[src/rtl/div_unit.sv]
// Iterative RV32M divider: radix-2 restoring division, one quotient bit per cycle,
// with divide-by-zero and signed-overflow results resolved in a single cycle.
module div_unit #(
   parameter int XLEN = 32
) (
   input  logic            clk,
   input  logic            rst_n,
   input  logic            start,
   input  logic [1:0]      op,
   input  logic [XLEN-1:0] rs1_data,
   input  logic [XLEN-1:0] rs2_data,
   input  logic [4:0]      rd_addr,
   input  logic            flush,
   output logic            busy,
   output logic            done,
   output logic [XLEN-1:0] result,
   output logic [4:0]      wb_addr
);

   typedef enum logic [1:0] {IDLE, CALC, DONE} state_e;

   localparam logic [XLEN-1:0] MIN_NEG = {1'b1, {(XLEN-1){1'b0}}};

   state_e          state_q, state_d;
   logic            sel_rem_q, sel_rem_d;
   logic            neg_quo_q, neg_quo_d;
   logic            neg_rem_q, neg_rem_d;
   logic [4:0]      rd_q, rd_d;
   logic [4:0]      wb_addr_q, wb_addr_d;
   logic [XLEN:0]   rem_q, rem_d;
   logic [XLEN-1:0] quo_q, quo_d;
   logic [XLEN-1:0] dvs_q, dvs_d;
   logic [5:0]      cnt_q, cnt_d;
   logic [XLEN-1:0] result_q, result_d;

   // Operand preparation for an incoming request (op[0]=0 marks the signed ops).
   logic            op_signed, sign1, sign2, div_zero, sig_ovf;
   logic [XLEN-1:0] abs1, abs2, special_res;

   always_comb begin
      op_signed   = ~op[0];
      sign1       = op_signed & rs1_data[XLEN-1];
      sign2       = op_signed & rs2_data[XLEN-1];
      abs1        = sign1 ? -rs1_data : rs1_data;
      abs2        = sign2 ? -rs2_data : rs2_data;
      div_zero    = (rs2_data == '0);
      sig_ovf     = op_signed && (rs1_data == MIN_NEG) && (rs2_data == '1);
      special_res = div_zero ? (op[1] ? rs1_data : '1)
                             : (op[1] ? '0 : MIN_NEG);
   end

   // One restoring step; the extra top bit of the difference is the borrow.
   logic [XLEN+1:0] diff;
   logic            fits;
   logic [XLEN:0]   step_rem;
   logic [XLEN-1:0] step_quo, quo_fix, rem_fix;

   always_comb begin
      diff     = {rem_q, quo_q[XLEN-1]} - {2'b00, dvs_q};
      fits     = ~diff[XLEN+1];
      step_rem = fits ? diff[XLEN:0] : {rem_q[XLEN-1:0], quo_q[XLEN-1]};
      step_quo = {quo_q[XLEN-2:0], fits};
      quo_fix  = neg_quo_q ? -step_quo : step_quo;
      rem_fix  = neg_rem_q ? -step_rem[XLEN-1:0] : step_rem[XLEN-1:0];
   end

   always_comb begin
      // NOTE: every _d takes its hold value first so no path through the case leaves a latch.
      state_d   = state_q;
      sel_rem_d = sel_rem_q;
      neg_quo_d = neg_quo_q;
      neg_rem_d = neg_rem_q;
      rd_d      = rd_q;
      wb_addr_d = wb_addr_q;
      rem_d     = rem_q;
      quo_d     = quo_q;
      dvs_d     = dvs_q;
      cnt_d     = cnt_q;
      result_d  = result_q;
      if (flush) begin
         state_d = IDLE;
      end else begin
         unique case (state_q)
            IDLE: if (start) begin
               sel_rem_d = op[1];
               neg_quo_d = sign1 ^ sign2;
               neg_rem_d = sign1;
               rd_d      = rd_addr;
               rem_d     = '0;
               quo_d     = abs1;
               dvs_d     = abs2;
               cnt_d     = '0;
               if (div_zero || sig_ovf) begin
                  state_d   = DONE;
                  result_d  = special_res;
                  wb_addr_d = rd_addr;
               end else begin
                  state_d = CALC;
               end
            end
            CALC: begin
               rem_d = step_rem;
               quo_d = step_quo;
               cnt_d = cnt_q + 6'd1;
               if (cnt_q == 6'(XLEN - 1)) begin
                  state_d   = DONE;
                  result_d  = sel_rem_q ? rem_fix : quo_fix;
                  wb_addr_d = rd_q;
               end
            end
            DONE:    state_d = IDLE;
            default: state_d = IDLE;
         endcase
      end
   end

   always_ff @(posedge clk) begin
      // NOTE: datapath registers are reset too, because result/wb_addr must read 0 after reset.
      if (!rst_n) begin
         state_q   <= IDLE;
         sel_rem_q <= 1'b0;
         neg_quo_q <= 1'b0;
         neg_rem_q <= 1'b0;
         rd_q      <= '0;
         wb_addr_q <= '0;
         rem_q     <= '0;
         quo_q     <= '0;
         dvs_q     <= '0;
         cnt_q     <= '0;
         result_q  <= '0;
      end else begin
         state_q   <= state_d;
         sel_rem_q <= sel_rem_d;
         neg_quo_q <= neg_quo_d;
         neg_rem_q <= neg_rem_d;
         rd_q      <= rd_d;
         wb_addr_q <= wb_addr_d;
         rem_q     <= rem_d;
         quo_q     <= quo_d;
         dvs_q     <= dvs_d;
         cnt_q     <= cnt_d;
         result_q  <= result_d;
      end
   end

   assign busy    = (state_q != IDLE);
   assign done    = (state_q == DONE);
   assign result  = result_q;
   assign wb_addr = wb_addr_q;

endmodule
[config.mk]
export PLATFORM = sky130hd
export DESIGN_NAME = div_unit
export DESIGN_NICKNAME = d
export VERILOG_FILES = /design/src/rtl/div_unit.sv
export SDC_FILE = /design/constraint.sdc
export NUM_CORES = 1
export LEC_CHECK = 0
export CORE_MARGIN = 5
export CORE_UTILIZATION = 35
export CTS_CLUSTER_DIAMETER = 100
export DETAILED_ROUTE_END_ITERATION = 8
export GPL_ROUTABILITY_DRIVEN = 0
export REMOVE_ABC_BUFFERS = 1
export SLEW_MARGIN = 10
export SYNTH_ARGS = -nofsm -noshare
export SYNTH_HDL_FRONTEND = slang
export SYNTH_SLANG_ARGS = --single-unit
[constraint.sdc]
create_clock -name clk -period 6 [get_ports clk]
set_clock_uncertainty 0.1 [all_clocks]
set_input_delay 1.8 -clock clk [delete_from_list [all_inputs] [get_ports clk]]
set_output_delay 1.8 -clock clk [all_outputs]
set_load 0.02 [all_outputs]
== Word-level counts from Yosys, hierarchy flattened ==
Index checks and enable logic that the tools add are counted.

* Output and inout port bits: 39
* Memory bits (writable): 0
* ROM bits: 0
* Input port bits: 75
* Memories: 0
* Latch bits: 0
* Bits in registers: 150

* $lt $le $gt $ge: 0
* Equality and inequality tests: 8
* Multiplexer cells: 27
* Bitwise operators: 7
* Add/sub/neg operators: 6
* Div/mod/pow operators: 0
* Reduce and logical (&&, ||, !) cells: 12
* Shift-type cells: 0
* $mul: 0

{| class="wikitable"
|+ Operators by type and width
! cell !! number
|-
| 32-bit 2-to-1 mux || 12
|-
| 32-bit negation || 4
|-
| 32-bit one-hot mux with 2 select lines || 2
|-
| 33-bit 2-to-1 mux || 2
|-
| 33-bit one-hot mux with 2 select lines || 1
|-
| 32-bit equality test, second input constant || 2
|-
| 34-bit by 32-bit subtractor with 34-bit output || 1
|-
| 32-bit zero test || 1
|-
| 5-bit 2-to-1 mux || 3
|-
| 6-bit one-hot mux with 2 select lines || 1
|-
| 5-bit one-hot mux with 2 select lines || 1
|-
| 6-bit by 1-bit adder with 6-bit output, second input constant || 1
|-
| 6-bit by 5-bit equality test with 1-bit output, second input constant || 1
|-
| 2-bit 2-to-1 mux || 3
|-
| 6-bit 2-to-1 mux || 1
|-
| 2-bit inequality test, second input constant || 3
|-
| 3-bit AND reduction || 2
|-
| 5-bit AND reduction || 1
|-
| 1-bit inverter || 4
|-
| 2-bit one-hot mux with 2 select lines || 1
|-
| 2-bit nonzero test || 2
|-
| 1-bit bitwise AND || 2
|-
| 2-bit by 1-bit equality test with 1-bit output, second input constant || 1
|-
| 2-bit equality test, second input constant || 1
|-
| 6 further kinds || 7
|}

== Depth between registers and ports, before layout ==
* Depth in word-level cells: 7
* Gate-level depth with buffers: 24
* Depth with buffers taken out: 20

== Least setup slack after synthesis ==
No wires, ideal clock.

* Kind: reg-to-reg
* From: register rem_q[3]
* To: register result_q[24], in the netlist result[24]
* Path slack: 0.741 ns
* Cell stages (with the launch flop): 23
* Library setup time: 0.117 ns
* Period minus slack after synthesis: 5.259 ns
* Buffers on the path: 3
* Required time: 5.783 ns
* Arrival: 5.042 ns
* Cell sequence: dfxtp_1 -> ha_1 -> a21o_1 -> a31o_2 -> o211ai_2 -> nand3_2 -> a31oi_4 -> xnor2_4 -> inv_2 -> buf_1 -> buf_1 -> nor2_1 -> a21oi_1 -> ha_1 -> nand2_1 -> or4_1 -> nor4_2 -> mux2i_1 -> or2_1 -> buf_2 -> o311ai_1 -> or3b_1 -> a32o_1

* Longest elaborated chain between the ends: 7
* Elaborated cells on any way between the ends: 10
* Those cells by class: 3 x add/sub; 6 x mux; 1 x bitwise

{| class="wikitable"
|+ Ends and longest elaborated chain
! item !! line !! source
|-
| from (decl) || 30 || <nowiki>logic [XLEN:0] rem_q, rem_d;</nowiki>
|-
| from (signal assigned) || 138 || <nowiki>rem_q <= rem_d;</nowiki>
|-
| 34-bit by 32-bit subtractor with 34-bit output || 59 || <nowiki>diff = {rem_q, quo_q[XLEN-1]} - {2'b00, dvs_q};</nowiki>
|-
| 33-bit 2-to-1 mux or 1-bit inverter (tied branches) || 61, 60 ||
|-
| 32-bit negation (on tied branches) || 64, 63 ||
|-
| 32-bit 2-to-1 mux (on tied branches) || 64, 63 ||
|-
| 32-bit 2-to-1 mux * || 107 || <nowiki>result_d = sel_rem_q ? rem_fix : quo_fix;</nowiki>
|-
| 32-bit 2-to-1 mux * || 105 || <nowiki>if (cnt_q == 6'(XLEN - 1)) begin</nowiki>
|-
| 32-bit one-hot mux with 2 select lines * || 83 || <nowiki>unique case (state_q)</nowiki>
|-
| to (signal assigned) || 142 || <nowiki>result_q <= result_d;</nowiki>
|-
| to (decl) || 34 || <nowiki>logic [XLEN-1:0] result_q, result_d;</nowiki>
|}

Mark *: on every way between the ends. The rest lies on a longest branch, timed or not. The select of a mux whose other input is x is not followed.
A chain may end at the register's enable or synchronous reset.

== Worst setup path after layout ==
* From: register rem_q[12]
* To: register result_q[24], in the netlist result[24]

The elaborated chain is that of the path after synthesis.

==> metrics.csv <==
stage,metric,value,unit
status,status,completed,
layout,most frequent cells in the layout,"nor2_1, a21oi_1, dfxtp_1",
worst_setup_path,crit-path max FO,11,
sta,slew of the pin with the lowest slew margin,1.25,ns
sta,unrepaired setup endpoints after global routing,false,
worst_setup_path,crit path DAT,5.63,ns
floorplan,num ports,114,
yosys,Syn Area/Cell,7.23,µm²
drt,DR DRC count,0,
clock_tree,Longest Clk Path Bufs,2,
yosys,Synth async-reset ratio,0,
global_routing,vias in the first global route,11900,
job,maxcap violations,0,
pwr,Static Leak,5.14,nW
clock_tree,number of setup buffers added after CTS,0,
yosys,Synth Flop Type,dfxtp_1,
global_routing,grt peak-use layer,met2,
layout,share of layout cells above drive strength 1,0.0648,
sta,FMAX,0.185,GHz
clock_tree,Clock Sinks,150,
sta,final setup fails,0,
layout,antenna diode count,0,
yosys,post-synthesis sequential area ratio,0.253,
sta,final hold vios,0,
floorplan,overall die area,37700,µm²
placed_design,Placement Cell Area,13400,µm²
worst_setup_path,Critical Setup Path Class,flip-flop to flip-flop,
layout,"leading cell type in the layout, fill and taps excluded",nor2_1,
drt,final wirelength,40.3,mm
drt,Final ANT Viol Nets,0,
clock_tree,post_cts resized,0,
clock_tree,clk root buf,clkbuf_16,
floorplan,DIE WIDTH,194,µm
sta,clock period minus worst slack,5.40,ns
drt,via count,12400,
global_routing,wire length of the first global-routing pass,64.4,mm
yosys,Synth warnings,0,
drt,Vias/cell,5.73,
global_routing,GRT Total Usage,0.207,
yosys,Gate Count Post-Synth,1642,
global_routing,GRT met1 Usage,0.276,
worst_setup_path,critical path capture point type,flip-flop,
clock_tree,post-cts hold buffer count,0,
floorplan,Site Rows,67,
layout,Util after Layout,0.419,
yosys,Post-synth EDFFs,0,
sta,Final Cycle Share,0.900,
yosys,leading area contributor after synthesis,dfxtp_1,
yosys,post-synth top area share,0.253,
layout,Area Growth Syn to Fin,18.3,%
drt,DRT Pass-1 Iters,5,
pwr,power per cell area,214,nW/µm²
yosys,Seq cells post-synth,150,
floorplan,initial core utilization,0.354,
yosys,Synth area leaders,"dfxtp_1, nor2_1, a21oi_1, o21ai_0, xnor2_1",
global_routing,met3 Usage GRT,0.0243,
sta,Slew HR,0.162,
worst_setup_path,crit start category,flip-flop,
floorplan,chip height,194,µm
clock_tree,cts bufs inserted,17,
pwr,Peak VDD IR,0.000206,V
placed_design,PortBufs,113,
yosys,Cell variety after synth,86,
layout,fin nets,1814,
drt,Avg WL per Cell,18.6,µm
placed_design,Post-DP HPWL,30.2,mm
worst_setup_path,Crit path required time,6.23,ns
yosys,Mapped Area,11900,µm²
drt,initial DRC count,981,
global_routing,largest net degree at the start of global routing,100,
clock_tree,"CTS clk-pin slew, worst paths",0.07,ns
clock_tree,CTS tree,built,
placed_design,Inst Count DP,2129,
layout,Finished Layout Cells,2161,
clock_tree,clock latency on the worst-skew pair,0.44,ns
global_routing,initial antenna violation count,0,
clock_tree,H-tree depth,4,
floorplan,core region area,33500,µm²
global_routing,GRT overflow,0,
global_routing,met2 usage,0.355,
layout,final instance area,14000,µm²
min_path,Worst Hold Class,flip-flop to flip-flop,
sta,Slew Limit Fails,0,
[power by group]
group	leakage [nW]	internal, mW	switching (mW)
Combinational	3.62	0.283	0.466
Clock	0.302	0.702	0.483
Sequential	1.22	1.03	0.0376
Total	5.14	2.02	0.987
[layout make-up]
cell class,instances,area (µm²)
sequential,150,3000
tap,448,561
multi-input combinational,1327,8270
timing repair buffer,141,1350
clock buffer,18,429
inverter,63,238
clock inverter,14,198
fill,3497,19500
[cell families after synthesis]
kind of cell,Yosys count,synth area share
AO/OA/AOI/OAI,528,0.286
XOR/XNOR,122,0.0916
adder cells (fa/ha/maj),39,0.0417
buffers and inverters,165,0.0540
flip-flops,150,0.253
multiplexers,41,0.0358
AND/OR/NAND/NOR,597,0.238
[cells in the mapped netlist, types with 12 or more instances]
cell	instances
o31ai_1	26
a31oi_1	25
o41ai_1	13
nand2_1	144
o211ai_1	19
or3_1	17
nand4_1	21
o21ai_0	117
ha_1	38
nand3_1	28
nor4_1	24
mux2_2	12
and2_1	15
xor2_1	55
nor2_1	233
a21oi_1	151
or2_2	12
or4_1	15
buf_2	12
nor3_1	29
mux2i_1	29
clkbuf_1	79
a22oi_1	13
dfxtp_1	150
nand2b_1	14
inv_1	60
xnor2_1	66
a211oi_1	63
[through the flow]
step,setup TNS [ns],total power [mW],hold slack (ns),setup slack (ns)
6_report,0,3.01,0.355,0.603
5_1_grt,0,3.14,0.381,0.191
4_1_cts,0,3.01,0.357,0.583
3_5_place_dp,0,1.83,0.348,0.266
3_3_place_gp,0,1.83,0.342,0.364
2_1_floorplan,-1.36,1.57,0.332,-0.393
[critical path: stages, from the launching register on]
cell	delay, ns
dfxtp_1	0.36
ha_1	0.48
nand4_1	0.28
nor3_2	0.31
o211ai_2	0.14
nand3_2	0.13
a31oi_4	0.17
xnor2_4	0.39
inv_2	0.17
a21oi_1	0.28
ha_1	0.29
nand2_1	0.07
or4_1	0.45
nor4_2	0.16
mux2i_1	0.20
or2_1	0.39
o311ai_1	0.31
or3b_1	0.38
a32o_1	0.21
[flip-flops by register name (all words and copies together) (netlist names)]
name	count
result	32
dvs_q	32
sel_rem_q	1
cnt_q	6
quo_q	32
rem_q	33
neg_quo_q	1
rd_q	5
state_q	2
neg_rem_q	1
wb_addr	5
[worst paths after layout]
check | from | depth (start not counted) | endpoint | slack (ns)
max | rem_q[12] | 18 | result[24] | 0.60
min | dvs_q[30] | 2 | dvs_q[30] | 0.35
max reg2reg | rem_q[12] | 18 | result[24] | 0.60
min reg2reg | dvs_q[30] | 2 | dvs_q[30] | 0.35
[per-layer routing]
layer | wire [µm] | up-vias
met4 | 715 | 0
met3 | 1510 | 45
li1 | - | 6093
met5 | 0 | -
met2 | 19400 | 294
met1 | 18600 | 5948
(Power assumes the default switching activity.)
